$ cat src/rtl/write_back_select.sv
package defines;
  localparam int DATA_WIDTH = 32;

  typedef enum logic [1:0] {
    WB_ALU  = 2'd0,
    WB_MEM  = 2'd1,
    WB_PC4  = 2'd2,
    WB_NONE = 2'd3
  } wb_sel_e;
endpackage

module write_back_select #(
  parameter int DATA_WIDTH = defines::DATA_WIDTH,
  parameter int CNT_WIDTH  = 32
) (
  input  logic                  clk_i,
  input  logic                  rst_i,
  input  defines::wb_sel_e      WBSel_i,
  input  logic [DATA_WIDTH-1:0] alu_result_i,
  input  logic [DATA_WIDTH-1:0] rd_data_i,
  input  logic [DATA_WIDTH-1:0] pc_plus4_i,
  input  logic                  wb_valid_i,
  output logic [DATA_WIDTH-1:0] writeback_data_o,
  output logic [DATA_WIDTH-1:0] wb_data_q_o,
  output defines::wb_sel_e      wb_sel_q_o,
  output logic                  wb_valid_q_o
`ifdef WB_SEL_PERF_CNT_EN
  ,
  output logic [CNT_WIDTH-1:0]  cnt_alu_o,
  output logic [CNT_WIDTH-1:0]  cnt_mem_o,
  output logic [CNT_WIDTH-1:0]  cnt_pc4_o,
  output logic [CNT_WIDTH-1:0]  cnt_none_o
`endif
);

  always_comb begin
    writeback_data_o = '0;
    case (WBSel_i)
      defines::WB_ALU: writeback_data_o = alu_result_i;
      defines::WB_MEM: writeback_data_o = rd_data_i;
      defines::WB_PC4: writeback_data_o = pc_plus4_i;
      default:         writeback_data_o = '0;
    endcase
  end

  always_ff @(posedge clk_i or posedge rst_i) begin
    if (rst_i) begin
      wb_data_q_o  <= '0;
      wb_sel_q_o   <= defines::WB_NONE;
      wb_valid_q_o <= 1'b0;
    end else begin
      wb_valid_q_o <= wb_valid_i;
      if (wb_valid_i) begin
        wb_data_q_o <= writeback_data_o;
        wb_sel_q_o  <= WBSel_i;
      end
    end
  end

`ifdef WB_SEL_PERF_CNT_EN
  logic [3:0]           cnt_hit;
  logic [CNT_WIDTH-1:0] cnt_reg [4];

  always_comb begin
    cnt_hit = '0;
    if (wb_valid_i) begin
      case (WBSel_i)
        defines::WB_ALU: cnt_hit[0] = 1'b1;
        defines::WB_MEM: cnt_hit[1] = 1'b1;
        defines::WB_PC4: cnt_hit[2] = 1'b1;
        default:         cnt_hit[3] = 1'b1;
      endcase
    end
  end

  for (genvar gi = 0; gi < 4; gi++) begin : g_cnt
    always_ff @(posedge clk_i or posedge rst_i) begin
      if (rst_i) begin
        cnt_reg[gi] <= '0;
      end else if (cnt_hit[gi] && (cnt_reg[gi] != '1)) begin
        cnt_reg[gi] <= cnt_reg[gi] + CNT_WIDTH'(1);
      end
    end
  end

  assign cnt_alu_o  = cnt_reg[0];
  assign cnt_mem_o  = cnt_reg[1];
  assign cnt_pc4_o  = cnt_reg[2];
  assign cnt_none_o = cnt_reg[3];
`endif

endmodule

$ cat config.mk
export PLATFORM = sky130hd
export DESIGN_NAME = write_back_select
export DESIGN_NICKNAME = d
export VERILOG_FILES = /design/src/rtl/write_back_select.sv
export SDC_FILE = /design/constraint.sdc
export NUM_CORES = 1
export LEC_CHECK = 0
export CAP_MARGIN = 10
export CORE_MARGIN = 3
export CORE_UTILIZATION = 29
export CTS_CLUSTER_DIAMETER = 120
export DETAILED_ROUTE_END_ITERATION = 6
export GPL_ROUTABILITY_DRIVEN = 1
export PLACE_DENSITY = 0.69
export REMOVE_ABC_BUFFERS = 1
export SLEW_MARGIN = 40
export SYNTH_ARGS = -nofsm -noshare
export SYNTH_HDL_FRONTEND = slang
export SYNTH_SLANG_ARGS = --single-unit
$ cat constraint.sdc
create_clock -name clk_i -period 1.45 [get_ports clk_i]
set_clock_uncertainty 0.15 [all_clocks]
set_input_delay 0.29 -clock clk_i [delete_from_list [all_inputs] [get_ports clk_i]]
set_output_delay 0.29 -clock clk_i [all_outputs]
set_load 0.05 [all_outputs]
==> impl_metrics.py, run 1 <==
metrics = {
    "placed_design": {
        "io_buffers": 167,
        "place_ws_ns": -0.3682,
        "dp_hpwl_mm": 7.453,
        "gp_congestion": 0.7892,
    },
    "global_routing": {
        "grt_pass1_wl_mm": 18.65,
        "grt_max_degree": 31,
        "grt_pass1_vias": 3397,
        "grt_usage_pct": 24.73,
        "antenna_found_initial": 0,
        "grt_overflow": 0,
    },
    "timing": {
        "final-max-slew-violation-count": 0,
        "setup_viol_count_final": 32,
        "setup_ws_ns": -0.1895,
        "maxSlewHeadroom_pct": 67.82,
        "final-hold-violation-count": 0,
        "fin_crit_sh_pct": 113.1,
        "fmax_mhz": 609.9,
        "worstMarginPinSlew_ns": 0.4826,
        "period_needed_ns": 1.640,
        "rsz0062_at_grt": "yes",
    },
    "synthesis": {
        "postSynthAreaPerCell_um2": 10.46,
        "yosysSeqAreaShare_pct": 36.83,
        "synth_area_leader_cell": "dfrtp_1",
        "synth_seq_cells": 35,
        "ys_top_cells_by_area": "dfrtp_1 (35%), mux2i_1 (13%), nand4b_1 (12%)",
        "synth_cells": 228,
        "synth.distinct_cells": 14,
        "yosysWarnings": 0,
        "synth_area_um2": 2385,
        "yosysTopAreaCellShare_pct": 34.63,
    },
    "power": {
        "p_total_uw": 4691,
        "p_leak_uw": 0.002714,
        "ir_drop_mv": 0.4207,
        "powerDensity_nw_per_um2": 723.9,
    },
    "hold_path": {
        "hold_path_class": "in2async",
    },
    "critical_path": {
        "cp-end-kind": "output pin",
        "arrival_ns": 1.20,
        "required_ns": 1.01,
        "cp_max_fo": 6,
        "cp_cell_sequence": "buf_16 -> nor2b_4 -> buf_8 -> clkbuf_16 -> o2bb2ai_2 -> buf_12",
        "rrSetupSlack_ns": 0.54,
        "cp_top_family": "buffers and inverters",
        "crit_path_top_delay_cell": "clkbuf_16",
        "critPathLaunchType": "primary input",
        "cp_slowest_stage_delay_ns": 0.17,
        "crit_type": "in2out",
        "critPathBufInv": 4,
    },
    "clock_network": {
        "cts_buffers": 5,
        "path_clk_slew_ns": 0.07,
        "cts_htree_levels": 2,
        "cts_tree": "yes",
        "cts_root_buffer": "clkbuf_8",
        "clkLatencyLatePin_ns": 0.28,
        "cts_sinks": 35,
        "clk_path_buf_depth": 2,
    },
    "status": {
        "run_status": "finished with violations",
        "violations": "setup timing",
    },
    "floorplan": {
        "die_y_um": 96.68,
        "dieArea_um2": 9347,
        "ios": 168,
        "rows": 32,
        "core-area_um2": 7848,
        "initial_utilization_pct": 30.39,
        "die_w_um": 96.68,
    },
    "layout": {
        "final_nets": 580,
        "synthToLayoutAreaGrowth_pct": 171.7,
        "drive_gt1_share_pct": 51.88,
        "diodes": 0,
        "utilization_pct": 82.57,
    },
    "route": {
        "firstDrtPassIters": 4,
        "wirelength_mm": 12.32,
        "dr.first_iter.drc_count": 105,
        "drcViolationCount": 0,
        "via_count": 3121,
        "routed_via_density": 5.363,
        "postRouteAntennaNets": 0,
        "post_drt_wl_per_cell_um": 21.16,
    },
    "run": {
        "cap_violations": 0,
    },
}
[placed cells by master, fill, tap and decap left out, types with 8 or more instances in the layout]
master / instances
mux2i_2: 14
dlygate4sd2_1: 52
buf_12: 73
o211ai_1: 32
dfrtp_1: 33
mux2i_4: 18
nand4b_1: 32
nand2b_1: 33
o2bb2ai_2: 17
o2bb2ai_4: 15
dlymetal6s2s_1: 8
clkdlybuf4s50_1: 37
buf_4: 88
[tightest hold or removal path: stages]
cell,delay (ns)
clkdlybuf4s50_1,0.39
inv_1,0.10
buf_12,0.17
[logic make-up (layout without fill, tap and decap cells)]
logic type             after synthesis  in the layout  synth area share, %
muxes                               34             34                14.38
and+or+nand+nor                     66             66                20.67
AOI/OAI and AO/OA                   64             64                21.83
DFF                                 35             35                36.83
buffers and inverters               29            281                6.295
[power by group]
group / internal [µW] / switching [µW]
Sequential: 1090 / 121
Clock: 341 / 336
Combinational: 1460 / 1340
[flip-flops by register name (all words and copies together) (netlist names)]
signal / flops
wb_valid_q_o: 1
wb_sel_q_o: 2
wb_data_q_o: 32
[layer usage]
| layer | GRT usage, % | vias up | wire (µm) |
|---|---|---|---|
| met5 | 0 | - | 0 |
| met4 | 6.587 | 0 | 289 |
| met3 | 7.066 | 26 | 923 |
| met2 | 46.23 | 162 | 6663 |
| met1 | 27.14 | 1520 | 4442 |
| li1 | - | 1413 | - |
[path summary, 6_finish.rpt]
path	from	end	depth (start not counted)
setup / recovery	WBSel_i[1]	writeback_data_o[21]	6
hold / removal	rst_i	wb_data_q_o[13]	3
setup reg to reg	wb_sel_q_o[1]	wb_sel_q_o[1]	1
hold reg to reg	wb_data_q_o[9]	wb_data_q_o[9]	2
max in group asynchronous	rst_i	wb_data_q_o[8]	3
min in group clk_i	wb_valid_i	wb_valid_q_o	2
[cell usage after synthesis]
library cell / n
mux2i_1: 32
nand4b_1: 32
clkbuf_1: 14
inv_1: 1
buf_2: 9
nand2b_1: 33
dfrtp_1: 33
dfstp_2: 2
mux2_2: 2
buf_4: 2
buf_6: 3
o211ai_1: 32
nor2b_1: 1
o2bb2ai_1: 32
[area by class of cell]
| class | instances | area, µm² |
|---|---|---|
| fillers | 417 | 1368 |
| well taps | 102 | 127.6 |
| multi-input cells | 164 | 2029 |
| clock buffers | 8 | 80.08 |
| flip-flops and latches | 35 | 878.3 |
| inverters | 1 | 3.754 |
| repair buffers | 272 | 3361 |
[timing repair]
item                       in CTS  in global routing
gates cloned                    5                  4
setup endpoints to repair      32                 32
setup buffers                  12                  4
resized for setup             146                 29
hold buffers                    0                  0
pin swaps                      32                  6
[stage by stage]
step	TNS (ns)	hold WS [ns]	instance area, µm²	cells
global route	-6.133	0.1843	6480	582
global placement	-9.403	0.3997	5359	549
CTS	-5.251	0.1794	6152	574
floorplan	-30.04	0.1714	2238	200
detailed placement	-12.22	0.4067	5359	549
finish	-5.217	0.1851	6480	582
Note: power is estimated with default switching activity, not from simulation.
==> inputs of run 2 (changes only) <==
--- a/config.mk
+++ b/config.mk
@@ -10,8 +10,8 @@
 export CORE_UTILIZATION = 29
 export CTS_CLUSTER_DIAMETER = 120
 export DETAILED_ROUTE_END_ITERATION = 6
+export DONT_BUFFER_PORTS = 1
 export GPL_ROUTABILITY_DRIVEN = 1
-export PLACE_DENSITY = 0.69
 export REMOVE_ABC_BUFFERS = 1
 export SLEW_MARGIN = 40
 export SYNTH_ARGS = -nofsm -noshare
==> run 2 against run 1 <==
The run still ends with setup timing left. Critical path depth shrank 2. Flip-flop and latch count is the same. Routed wire length shrank 43%. Global-route usage shrank 10 points. Register-to-register slack lost 0.21 ns. Worst hold slack lost 0.15 ns. Fmax grew 8.7%. Die area is the same. Core utilization shrank 41 points. Clock power grew 15%. Worst setup slack gained 0.13 ns. Critical endpoint unchanged. Largest cell class is now multi-input gates. Largest power group is now sequential cells.
==> impl_metrics.py, run 2 (synthesis results as in run 1) <==
metrics = {
    "status": {
        "run_status": "finished with violations",
        "violations": "setup timing",
    },
    "critical_path": {
        "rrSetupSlack_ns": 0.33,
        "worstReg2RegStart": "wb_data_q_o[5]",
        "arrival_ns": 1.07,
        "cp-end-kind": "output pin",
        "cp_max_fo": 67,
        "r2r-end": "wb_data_q_o[5]",
        "crit_type": "in2out",
        "rr_worst_depth": 2,
        "critPathLaunchType": "primary input",
        "required_ns": 1.01,
    },
    "clock_network": {
        "cts_htree_levels": 2,
        "cts_setup_buffers": 0,
        "clk_path_buf_depth": 2,
        "cts_tree": "yes",
        "path_clk_slew_ns": 0.07,
        "cts_root_buffer": "clkbuf_8",
        "clkLatencyLatePin_ns": 0.28,
        "cts_buffers": 5,
        "cts_sinks": 35,
    },
    "placed_design": {
        "dp_hpwl_mm": 4.859,
        "gp_congestion": 0.7551,
        "dp_cells": 342,
        "place_area_um2": 3082,
        "io_buffers": 0,
    },
    "timing": {
        "fmax_mhz": 663.1,
        "final-hold-violation-count": 0,
        "tns_ns": -1.344,
        "setup_ws_ns": -0.05796,
        "setup_viol_count_final": 32,
        "period_needed_ns": 1.508,
        "maxSlewHeadroom_pct": 66.01,
        "rsz0062_at_grt": "yes",
        "fin_crit_sh_pct": 104.0,
        "final-max-slew-violation-count": 0,
        "worstMarginPinSlew_ns": 0.5098,
    },
    "floorplan": {
        "dieArea_um2": 9347,
        "core-area_um2": 7848,
        "ios": 168,
        "initial_utilization_pct": 30.39,
        "die_y_um": 96.68,
        "rows": 32,
        "die_w_um": 96.68,
    },
    "layout": {
        "final_area_um2": 3244,
        "layout_commonest_cell": "buf_12",
        "largest_register_ffs": 32,
        "diodes": 0,
        "largestRegisters": "wb_data_q_o x32, wb_sel_q_o x2, wb_valid_q_o x1",
        "final_nets": 352,
        "top_register": "wb_data_q_o",
        "drive_gt1_share_pct": 21.03,
        "synthToLayoutAreaGrowth_pct": 36.04,
        "mostFrequentLayoutCells": "buf_12 (34), nand2b_1 (33), dfrtp_1 (33)",
        "instances_no_fill": 354,
    },
    "route": {
        "drcViolationCount": 0,
        "postRouteAntennaNets": 0,
        "wirelength_mm": 6.995,
        "via_count": 2048,
        "routed_via_density": 5.785,
        "firstDrtPassIters": 4,
        "dr.first_iter.drc_count": 97,
        "post_drt_wl_per_cell_um": 19.76,
    },
    "global_routing": {
        "grt_pass1_wl_mm": 11.22,
        "grt_pass1_vias": 2055,
        "grt_max_degree": 69,
        "antenna_found_initial": 0,
        "grt_overflow": 0,
        "grt_usage_pct": 14.39,
    },
    "run": {
        "cap_violations": 0,
    },
    "hold_path": {
        "min_path_cells": 1,
        "min_from": "wb_valid_i",
        "hold_path_end": "wb_sel_q_o[1]",
        "hold_path_class": "in2reg",
    },
    "power": {
        "powerDensity_nw_per_um2": 1029,
        "ir_drop_mv": 0.3680,
        "p_leak_uw": 0.001254,
    },
}
[run 2: cell count changes in the layout (fill, tap and decap cells not counted), moves of 14 or more]
cell / before / now
mux2i_4: 18 / 0
mux2i_2: 14 / 0
mux2i_1: 0 / 32
clkdlybuf4s50_1: 37 / 0
o2bb2ai_2: 17 / 0
buf_12: 73 / 34
o2bb2ai_4: 15 / 0
buf_4: 88 / 5
dlygate4sd2_1: 52 / 0
o2bb2ai_1: 0 / 32
[run 2: cell type report]
class / instances / area [µm²]
repair buffers: 44 / 770.7
well taps: 102 / 127.6
multi-input cells: 164 / 1364
clock buffers: 8 / 100.1
flip-flops and latches: 35 / 878.3
fillers: 757 / 4603
inverters: 1 / 3.754
[run 2: worst max-delay path: stages]
cell and delay [ns]:
nor2b_4 0.21, buf_6 0.17, o2bb2ai_1 0.18, buf_12 0.18
[run 2: power by group]
| part | switching [µW] | total (µW) | internal, µW |
|---|---|---|---|
| logic | 547 | 1040 | 493 |
| clock network | 346 | 779 | 434 |
| registers | 436 | 1520 | 1080 |
[run 2: repair_timing]
action,in CTS,in global routing
hold buffers,2,1
hold endpoints to repair,34,1
gates resized for setup,2,6
endpoints found under the setup margin,32,34
cloned,0,1
[run 2: metal layers]
metal	track usage [%]	wire [µm]	up-vias
li1	-	-	934
met1	17.37	2657	1012
met2	24.31	3652	97
met3	5.479	617	5
met4	3.240	68	0
met5	0	0	-
[run 2: worst max-delay path by stage]
| stage | from | slack, ns | to | cells past startpoint |
|---|---|---|---|---|
| detailed placement | WBSel_i[0] | -0.05 | writeback_data_o[24] | 4 |
| CTS | WBSel_i[0] | -0.04 | writeback_data_o[24] | 4 |
| global placement | WBSel_i[0] | -0.03 | writeback_data_o[10] | 4 |
| finish | WBSel_i[0] | -0.06 | writeback_data_o[21] | 4 |
| floorplan | WBSel_i[0] | -0.94 | writeback_data_o[0] | 2 |
| global route | WBSel_i[0] | -0.05 | writeback_data_o[21] | 4 |
[run 2: metrics by stage]
step	hold WS, ns	utilization, %	power [µW]	setup slack, ns
6_report	0.03222	41.34	3337	-0.05796
5_1_grt	0.005839	41.34	3507	-0.05076
4_1_cts	0.004279	40.90	3382	-0.03674
3_5_place_dp	0.1159	39.27	2574	-0.05080
3_3_place_gp	0.1059	39.27	2559	-0.02924
2_1_floorplan	0.1714	-	2106	-0.9387
==> inputs of run 3 (changes only) <==
==> constraint.sdc (replaced) <==
create_clock -name clk_i -period 1.82 [get_ports clk_i]
set_clock_uncertainty 0.15 [all_clocks]
set_input_delay 0.364 -clock clk_i [delete_from_list [all_inputs] [get_ports clk_i]]
set_output_delay 0.364 -clock clk_i [all_outputs]
set_load 0.05 [all_outputs]
==> run 3 against run 2 <==
The run now ends clean. Worst hold slack improved by 0.072 ns. First-iteration DRC count decreased by 32%. Die area unchanged. Count of clock-buffer cells in the layout unchanged. Core utilization decreased by 1.2 points. Critical path depth unchanged. Register-to-register slack improved by 0.37 ns. Largest cell class unchanged.
==> impl_metrics.py, run 3 (synthesis results as in run 1) <==
metrics = {
    "timing": {
        "fmax_mhz": 593.9,
        "period_needed_ns": 1.684,
        "tns_ns": 0,
        "fin_crit_sh_pct": 92.52,
        "final-max-slew-violation-count": 0,
        "setup_ws_ns": 0.1361,
        "setup_viol_count_final": 0,
        "worstMarginPinSlew_ns": 0.5401,
        "rsz0062_at_grt": "no",
        "maxSlewHeadroom_pct": 63.99,
        "final-hold-violation-count": 0,
    },
    "floorplan": {
        "dieArea_um2": 9347,
        "core-area_um2": 7848,
        "ios": 168,
        "rows": 32,
        "initial_utilization_pct": 30.39,
        "die_w_um": 96.68,
        "die_y_um": 96.68,
    },
    "hold_path": {
        "min_path_cells": 1,
        "hold_path_end": "wb_sel_q_o[1]",
        "min_from": "wb_valid_i",
        "hold_path_class": "in2reg",
    },
    "power": {
        "comb_power_share_pct": 30.4,
        "p_leak_uw": 0.001202,
        "ir_drop_mv": 0.3154,
        "seq_power_share_pct": 48.7,
        "swShare_pct": 40.88,
        "intPower_uw": 1507,
        "p_sw_uw": 1042,
        "powerDensity_nw_per_um2": 808.5,
        "p_clk_share_pct": 20.9,
    },
    "layout": {
        "top_register": "wb_data_q_o",
        "diodes": 0,
        "largest_register_ffs": 32,
        "final_nets": 346,
        "largestRegisters": "wb_data_q_o x32, wb_sel_q_o x2, wb_valid_q_o x1",
        "final_area_um2": 3152,
        "synthToLayoutAreaGrowth_pct": 32.16,
        "mostFrequentLayoutCells": "nand2b_1 (33), buf_12 (33), dfrtp_1 (33)",
        "drive_gt1_share_pct": 18.70,
    },
    "route": {
        "highest_layer": "met4",
        "met1Wirelength_mm": 2.667,
        "drcViolationCount": 0,
        "firstDrtPassIters": 4,
        "dr.first_iter.drc_count": 66,
        "via_count": 1992,
        "postRouteAntennaNets": 0,
        "post_drt_wl_per_cell_um": 19.77,
        "wl_met3_um": 591,
        "wirelength_mm": 6.881,
        "dr_wl_met2_mm": 3.547,
        "routed_via_density": 5.724,
    },
    "clock_network": {
        "postCtsResizedCells": 0,
        "cts_sinks": 35,
        "path_clk_slew_ns": 0.06,
        "cts_buffers": 5,
        "clk_path_buf_depth": 2,
        "cts-hold-fix-buffers": 2,
        "cts_setup_buffers": 0,
        "cts_tree": "yes",
        "cts_root_buffer": "clkbuf_8",
        "cts_htree_levels": 2,
        "clkLatencyLatePin_ns": 0.27,
    },
    "critical_path": {
        "arrival_ns": 1.17,
        "critPathLaunchType": "primary input",
        "worstReg2RegStart": "wb_data_q_o[0]",
        "cp-end-kind": "output pin",
        "cp_max_fo": 67,
        "rr_worst_depth": 2,
        "crit_type": "in2out",
        "required_ns": 1.31,
        "rrSetupSlack_ns": 0.70,
        "r2r-end": "wb_data_q_o[0]",
    },
    "placed_design": {
        "place_ws_ns": 0.1678,
        "gp_congestion": 0.7400,
        "place_area_um2": 3052,
        "dp_hpwl_mm": 4.812,
        "io_buffers": 0,
    },
    "global_routing": {
        "grt_usage_pct": 14.44,
        "grt_max_degree": 69,
        "grt_overflow": 0,
        "antenna_found_initial": 0,
        "grt_pass1_wl_mm": 11.30,
        "grt_pass1_vias": 2070,
    },
    "run": {
        "cap_violations": 0,
    },
    "status": {
        "run_status": "finished clean",
    },
}
run 3: changes by cell type in the layout (fill, tap and decap cells not counted), sizes merged:
cell and delta:
buf -5, dlygate4sd3 -1
run 3: worst max-delay path by stage:
stage	startpoint	slack [ns]	cells past startpoint	endpoint
4_1_cts	WBSel_i[0]	0.17	4	writeback_data_o[9]
5_1_grt	WBSel_i[0]	0.14	4	writeback_data_o[0]
6_report	WBSel_i[0]	0.14	4	writeback_data_o[22]
3_5_place_dp	WBSel_i[0]	0.17	4	writeback_data_o[9]
3_3_place_gp	WBSel_i[0]	0.19	4	writeback_data_o[26]
2_1_floorplan	WBSel_i[0]	-0.72	2	writeback_data_o[0]
run 3: routing by layer:
metal	global-route usage, %	up-vias
met5	0	-
met4	3.564	0
met3	4.470	5
met2	25.69	102
met1	16.85	968
li1	-	917
run 3: per-stage QoR:
stage	total power, µW	hold slack (ns)	std cells	utilization [%]
finish	2548	0.1039	348	40.16
floorplan	1678	0.2454	200	-
global route	2678	0.08339	348	40.16
CTS	2589	0.09022	348	40.16
global placement	2025	0.2517	338	38.89
detailed placement	2040	0.2475	338	38.89
run 3: cell type report:
cell class	instances	area (µm²)
Multi-Input combinational cell	164	1359
Inverter	1	3.754
Fill cell	803	4696
Tap cell	102	127.6
Sequential cell	35	878.3
Timing Repair Buffer	38	703.2
Clock buffer	8	80.08
run 3: power by group through the flow:
stage	clock (µW)	combinational (µW)	sequential [µW]
3_5_place_dp	0	782	1260
5_1_grt	605	821	1250
6_report	532	775	1240
3_3_place_gp	0	769	1260
4_1_cts	559	786	1240
2_1_floorplan	0	449	1230
run 3: worst max-delay path, cell delays in order:
cell,delay [ns]
nor2b_2,0.18
buf_12,0.21
o2bb2ai_1,0.19
buf_12,0.18
